**config.mk**
```make
export PLATFORM = sky130hd
export DESIGN_NAME = pipe_reg_skid
export DESIGN_NICKNAME = d
export VERILOG_FILES = /design/src/rtl/pipe_reg_skid.sv
export SDC_FILE = /design/constraint.sdc
export NUM_CORES = 1
export LEC_CHECK = 0
export CORE_UTILIZATION = 50
export DETAILED_ROUTE_END_ITERATION = 16
export PLACE_DENSITY = 0.91
export SETUP_SLACK_MARGIN = 0.4
export SLEW_MARGIN = 20
export SYNTH_ARGS = -nofsm -noshare
export SYNTH_HDL_FRONTEND = slang
export SYNTH_SLANG_ARGS = --single-unit
```
**constraint.sdc**
```tcl
create_clock -name Clk -period 6.85 [get_ports Clk]
set_clock_uncertainty 0.1 [all_clocks]
set_input_delay 0.685 -clock Clk [delete_from_list [all_inputs] [get_ports Clk]]
set_output_delay 0.685 -clock Clk [all_outputs]
set_load 0.05 [all_outputs]
```
**src/rtl/pipe_reg_skid.sv**
```systemverilog
// pipe_reg_skid: generic pipeline stage register with a valid/ready handshake,
// a one-entry skid buffer, a synchronous flush and a saturating stall counter.
// In_Ready is decoded from registered state only, so back-pressure never forms
// a combinational path from one stage to the next.
module pipe_reg_skid #(
  parameter int                 DATA_W    = 96,
  parameter logic [DATA_W-1:0]  NOP_VALUE = {DATA_W{1'b0}},
  parameter bit                 NEG_EDGE  = 1'b1,
  parameter int                 CNT_W     = 16
) (
  input  logic              Clk,
  input  logic              Clr,
  input  logic              Flush,
  input  logic              In_Valid,
  input  logic [DATA_W-1:0] In_Data,
  output logic              In_Ready,
  output logic              Out_Valid,
  output logic [DATA_W-1:0] Out_Data,
  input  logic              Out_Ready,
  output logic [1:0]        Occupancy,
  output logic [CNT_W-1:0]  Stall_Cnt
);

  // State is the pair {main_v, skid_v}; SKID_ONLY can never be reached.
  typedef enum logic [1:0] {
    EMPTY     = 2'b00,
    SKID_ONLY = 2'b01,
    ONE       = 2'b10,
    FULL      = 2'b11
  } state_t;

  state_t             state;
  logic [DATA_W-1:0]  main_d;
  logic [DATA_W-1:0]  skid_d;
  logic               main_v;
  logic               skid_v;
  logic               acc;
  logic               fire;
  logic               clk_act;

  // NOTE: the edge is chosen by inverting the clock once here rather than
  // duplicating every always_ff for each edge polarity.
  if (NEG_EDGE) begin : g_neg
    assign clk_act = ~Clk;
  end else begin : g_pos
    assign clk_act = Clk;
  end

  assign main_v    = state[1];
  assign skid_v    = state[0];
  assign Out_Valid = main_v;
  assign Out_Data  = main_d;
  assign In_Ready  = ~skid_v;
  assign Occupancy = {1'b0, main_v} + {1'b0, skid_v};

  assign acc  = In_Valid & In_Ready;
  assign fire = Out_Valid & Out_Ready;

  // Handshake state machine: main register feeds the output, skid register
  // catches the one beat that arrives while the output is stalled.
  // NOTE: sequential state uses non-blocking assignments so that every
  // register samples the pre-edge values of its neighbours (main_d <= skid_d).
  always_ff @(posedge clk_act or posedge Clr) begin
    if (Clr) begin
      state  <= EMPTY;
      main_d <= NOP_VALUE;
      skid_d <= NOP_VALUE;
    end else if (Flush) begin
      // Flush beats any handshake, including a beat accepted on this edge.
      state  <= EMPTY;
      main_d <= NOP_VALUE;
      skid_d <= NOP_VALUE;
    end else begin
      case (state)
        EMPTY: begin
          if (acc) begin
            main_d <= In_Data;
            state  <= ONE;
          end
        end
        ONE: begin
          if (fire && acc) begin
            main_d <= In_Data;
          end else if (fire) begin
            main_d <= NOP_VALUE;
            state  <= EMPTY;
          end else if (acc) begin
            skid_d <= In_Data;
            state  <= FULL;
          end
        end
        FULL: begin
          // In_Ready is low here, so only the drain path exists.
          if (fire) begin
            main_d <= skid_d;
            skid_d <= NOP_VALUE;
            state  <= ONE;
          end
        end
        default: begin
          // Recover from the unreachable skid-only encoding.
          state  <= EMPTY;
          main_d <= NOP_VALUE;
          skid_d <= NOP_VALUE;
        end
      endcase
    end
  end

  // Saturating count of edges where a valid output was held back downstream.
  always_ff @(posedge clk_act or posedge Clr) begin
    if (Clr) begin
      Stall_Cnt <= '0;
    end else if (Out_Valid && !Out_Ready && !Flush && (Stall_Cnt != {CNT_W{1'b1}})) begin
      Stall_Cnt <= Stall_Cnt + CNT_W'(1);
    end
  end

endmodule

```
# [After elaboration in Yosys (flattened, before gate mapping)]
# Cells that the tools add are included.
[totals] input_bits=101 elab_cells=47 ff_bits=210 out_inout_bits=116
[classes] n_reduce_logical=10 mux=17 eq_ne=11 bitwise_logic=3 add_sub_neg=2
[ops] cell="$mux W96" count=8
[ops] cell="$pmux W96 S3" count=2
[ops] cell="$add A16 B1 Y16 const B" count=1
[ops] cell="$ne A16 B16 Y1 const B" count=1
[ops] cell="$ne A3 B3 Y1 const B" count=5
[ops] cell="$mux W2" count=6
[ops] cell="$ne A4 B4 Y1 const B" count=2
[ops] cell="$pmux W2 S3" count=1
[ops] cell="$reduce_and A5 Y1" count=1
[ops] cell="$eq A2 B2 Y1 const B" count=2
[ops] cell="$logic_and A1 B1 Y1" count=4
[ops] cell="$reduce_and A4 Y1" count=1
[ops] cell="$reduce_and A3 Y1" count=1
[ops] cell="$add A1 B1 Y2" count=1
[ops] cell="$and A1 B1 Y1" count=2
[ops] cell="$logic_not A1 Y1" count=2
[ops] cell="$logic_not A2 Y1" count=1
[ops] cell="$ne A2 B2 Y1 const B" count=1
[ops] cell="$not A1 Y1" count=1

# [Longest topological paths before layout]
[depth] ltp_word=7 depth_mapped=8 depth_no_buf=6

==> flow_metrics.py <==
metrics = {
    "grt": {
        "grt_max_degree": 97,
        "grt_pass1_vias": 7487,
        "grt_overflow": 0,
        "grt_usage_pct": 24.9,
        "antenna_found_initial": 0,
        "grt_pass1_wl_mm": 39.4,
    },
    "sta": {
        "rsz0062_at_grt": "no",
        "hold_ws_ps": 333,
        "hold_viol": 0,
        "worstMarginPinSlew_ps": 782,
        "max-slew-margin-rel_pct": 47.8,
        "timing.final.max_slew_violations": 0,
        "setup_tns_ps": 0,
        "setup-violations-final": 0,
    },
    "clock_tree": {
        "clockRootBuffer": "clkbuf_16",
        "clk_latency_ps": 500,
        "cts.htree.levels": 1,
        "cts_tree": "done",
        "cts_sinks": 210,
        "numCtsBuffers": 23,
        "clk_pin_slew_worst_paths_ps": 50,
        "cts_max_path_buffers": 3,
        "cts_setup_buffers": 0,
    },
    "run": {
        "drv_cap": 0,
    },
    "yosys": {
        "synth_top_family_by_area": "compound AO/OA/AOI/OAI gates",
        "synthSimpleGateAreaFrac_pct": 6.88,
        "syn_avg_cell_area_um2": 11.3,
        "syn_area_um2": 9490,
        "synthCells": 840,
        "ys_types": 44,
        "synth_xor_area_share_pct": 1.29,
        "yosysSeqAreaShare_pct": 55.4,
        "synth_compound_area_share_pct": 17.5,
        "synth_mux_area_share_pct": 10.6,
        "ys_seq_elements": 210,
        "ys.warnings.count": 0,
        "syn_nets": 946,
        "synth_adder_area_share_pct": 0.659,
    },
    "setup_path": {
        "critPathArrivalTime_ps": 5560,
        "path_max_fanout": 10,
        "required_ps": 6060,
        "cp-start-kind": "flop",
        "path_cells": "ha_4, clkdlybuf4s50_1",
        "critPathMaxStageDelay_ps": 820,
        "slowest_stage": "clkdlybuf4s50_1",
        "end_kind": "output pin",
        "critPathKind": "reg2out",
        "cpLargestDelayFamily": "buffers and inverters",
        "cp_num_buf_inv": 1,
    },
    "layout": {
        "finalNetCount": 1137,
        "fin_util_pct": 67.7,
        "synthToLayoutAreaGrowth_pct": 32.9,
        "antenna_cells": 0,
        "n_fill_cell": 1307,
        "drive_gt1_share_pct": 6.50,
    },
    "placed_design": {
        "portBuffers": 216,
        "gp_congestion": 0.820,
        "dp_hpwl_mm": 15.1,
    },
    "die": {
        "initial_core_util_pct": 50.9,
        "die_w_um": 140,
        "std_cell_rows": 50,
        "io_pins": 217,
        "dieArea_um2": 19500,
        "coreArea_um2": 18600,
        "die_h_um": 140,
    },
    "power": {
        "power_leakage_nw": 5.70,
        "worst_ir_drop_vdd_v": 0.000630,
        "p_total_mw": 5.69,
        "powerDensity_nw_per_um2": 451,
    },
    "route": {
        "routed_wl_mm": 24.7,
        "via_per_inst": 5.79,
        "drtAntennaViolNets": 0,
        "avgRoutedWirePerCell_um": 19.3,
        "vias": 7406,
        "drtIter0Drc": 479,
        "dr.pass1.iters": 5,
        "drc": 0,
    },
    "run_status": {
        "status": "finished, final reports clean",
    },
    "min_path": {
        "hold_path.class": "reg2reg",
    },
}
synth_stat cells, drive strengths merged:
cell | n | area, um2
dfrtn | 210 | 5260
nand2 | 102 | 383
inv | 99 | 372
a22oi | 97 | 728
mux2i | 96 | 961
o2bb2ai | 96 | 841
buf | 37 | 253
clkbuf | 29 | 109
nand4 | 9 | 68.8
xnor2 | 9 | 78.8
nor2 | 6 | 25.0
ha | 5 | 62.6
xor2 | 5 | 43.8
mux2 | 4 | 48.8
nand3 | 4 | 20.0
a21oi | 3 | 15.0
and3 | 3 | 18.8
nor3 | 3 | 15.0
a21o | 2 | 15.0
and2 | 2 | 12.5
nand2b | 2 | 12.5
nor2b | 2 | 15.0
o21ai | 2 | 10.0
a21boi | 1 | 7.51
a2bb2oi | 1 | 15.0
and2b | 1 | 7.51
and4 | 1 | 8.76
and4b | 1 | 10.0
nand3b | 1 | 7.51
nand4b | 1 | 8.76
nor3b | 1 | 12.5
nor4 | 1 | 21.3
o2111ai | 1 | 8.76
o211a | 1 | 10.0
o211ai | 1 | 7.51
or2 | 1 | 6.26
layer usage:
layer | global-route usage (%) | vias to the layer above | wire length, um
met1 | 33.2 | 3682 | 10300
met2 | 40.9 | 333 | 11800
met4 | 7.35 | 0 | 547
met5 | 0 | - | 0
met3 | 5.40 | 46 | 2040
li1 | - | 3345 | -
cell type report:
type | count | area [um2] | area share [%]
sequential | 210 | 5260 | 41.6
multi-input combinational | 465 | 3550 | 28.2
timing repair buffer | 232 | 2380 | 18.9
clock buffer | 32 | 649 | 5.14
inverter | 99 | 375 | 2.97
tap | 234 | 293 | 2.32
clock inverter | 8 | 115 | 0.912
kinds of logic (layout without fill, tap and decap cells):
logic type	after synthesis	after routing
DFF	210	210
AOI/OAI and AO/OA	205	205
xor gates and xnor gates	14	14
and+or+nand+nor	141	141
muxes	100	100
buffers and inverters	165	371
adders and majority gates	5	5
placed cells by master (no fill, tap or decap), types with 7 or more instances in the layout:
cell type,n
mux2i_1,96
dfrtn_1,210
buf_12,8
buf_4,8
nand4_1,7
nand2_1,101
a22oi_1,97
inv_1,98
xnor2_1,9
o2bb2ai_1,96
clkdlybuf4s50_1,215
clkbuf_16,23
registers in the layout, indices dropped and copies added, names as in the netlist:
signal     flops
Out_Data      96
Stall_Cnt     16
skid_d        96
state          2
metrics by stage:
stage / worst slack (ps) / cell area (um2) / cells
6_report: 501 / 12600 / 1280
5_1_grt: 412 / 12600 / 1280
4_1_cts: 483 / 12600 / 1280
3_5_place_dp: 644 / 11900 / 1240
3_3_place_gp: 747 / 11900 / 1240
2_1_floorplan: 45.0 / 9500 / 840
timing repair:
item | in CTS | in global routing
hold endpoints to repair | 0 | 0
endpoints found under the setup margin | 1 | 0
resized for setup | 1 | 0
hold buffers | 0 | 0
where the power goes:
part | switching (mW) | internal [mW]
Clock | 0.484 | 0.771
Combinational | 1.71 | 0.872
Sequential | 0.239 | 1.61
Total | 2.43 | 3.26
path summary, 6_finish.rpt:
check	startpoint	end	slack (ps)	cells past startpoint
max	state[1]	Occupancy[1]	500	2
min	Out_Data[67]	Out_Data[67]	330	1
max in group asynchronous	Clr	skid_d[10]	1950	3
min in group asynchronous	Clr	Out_Data[11]	3900	2
max reg2reg	state[1]	Out_Data[54]	4360	5
min reg2reg	Out_Data[67]	Out_Data[67]	330	1
Note: power is estimated with default switching activity, not from simulation.
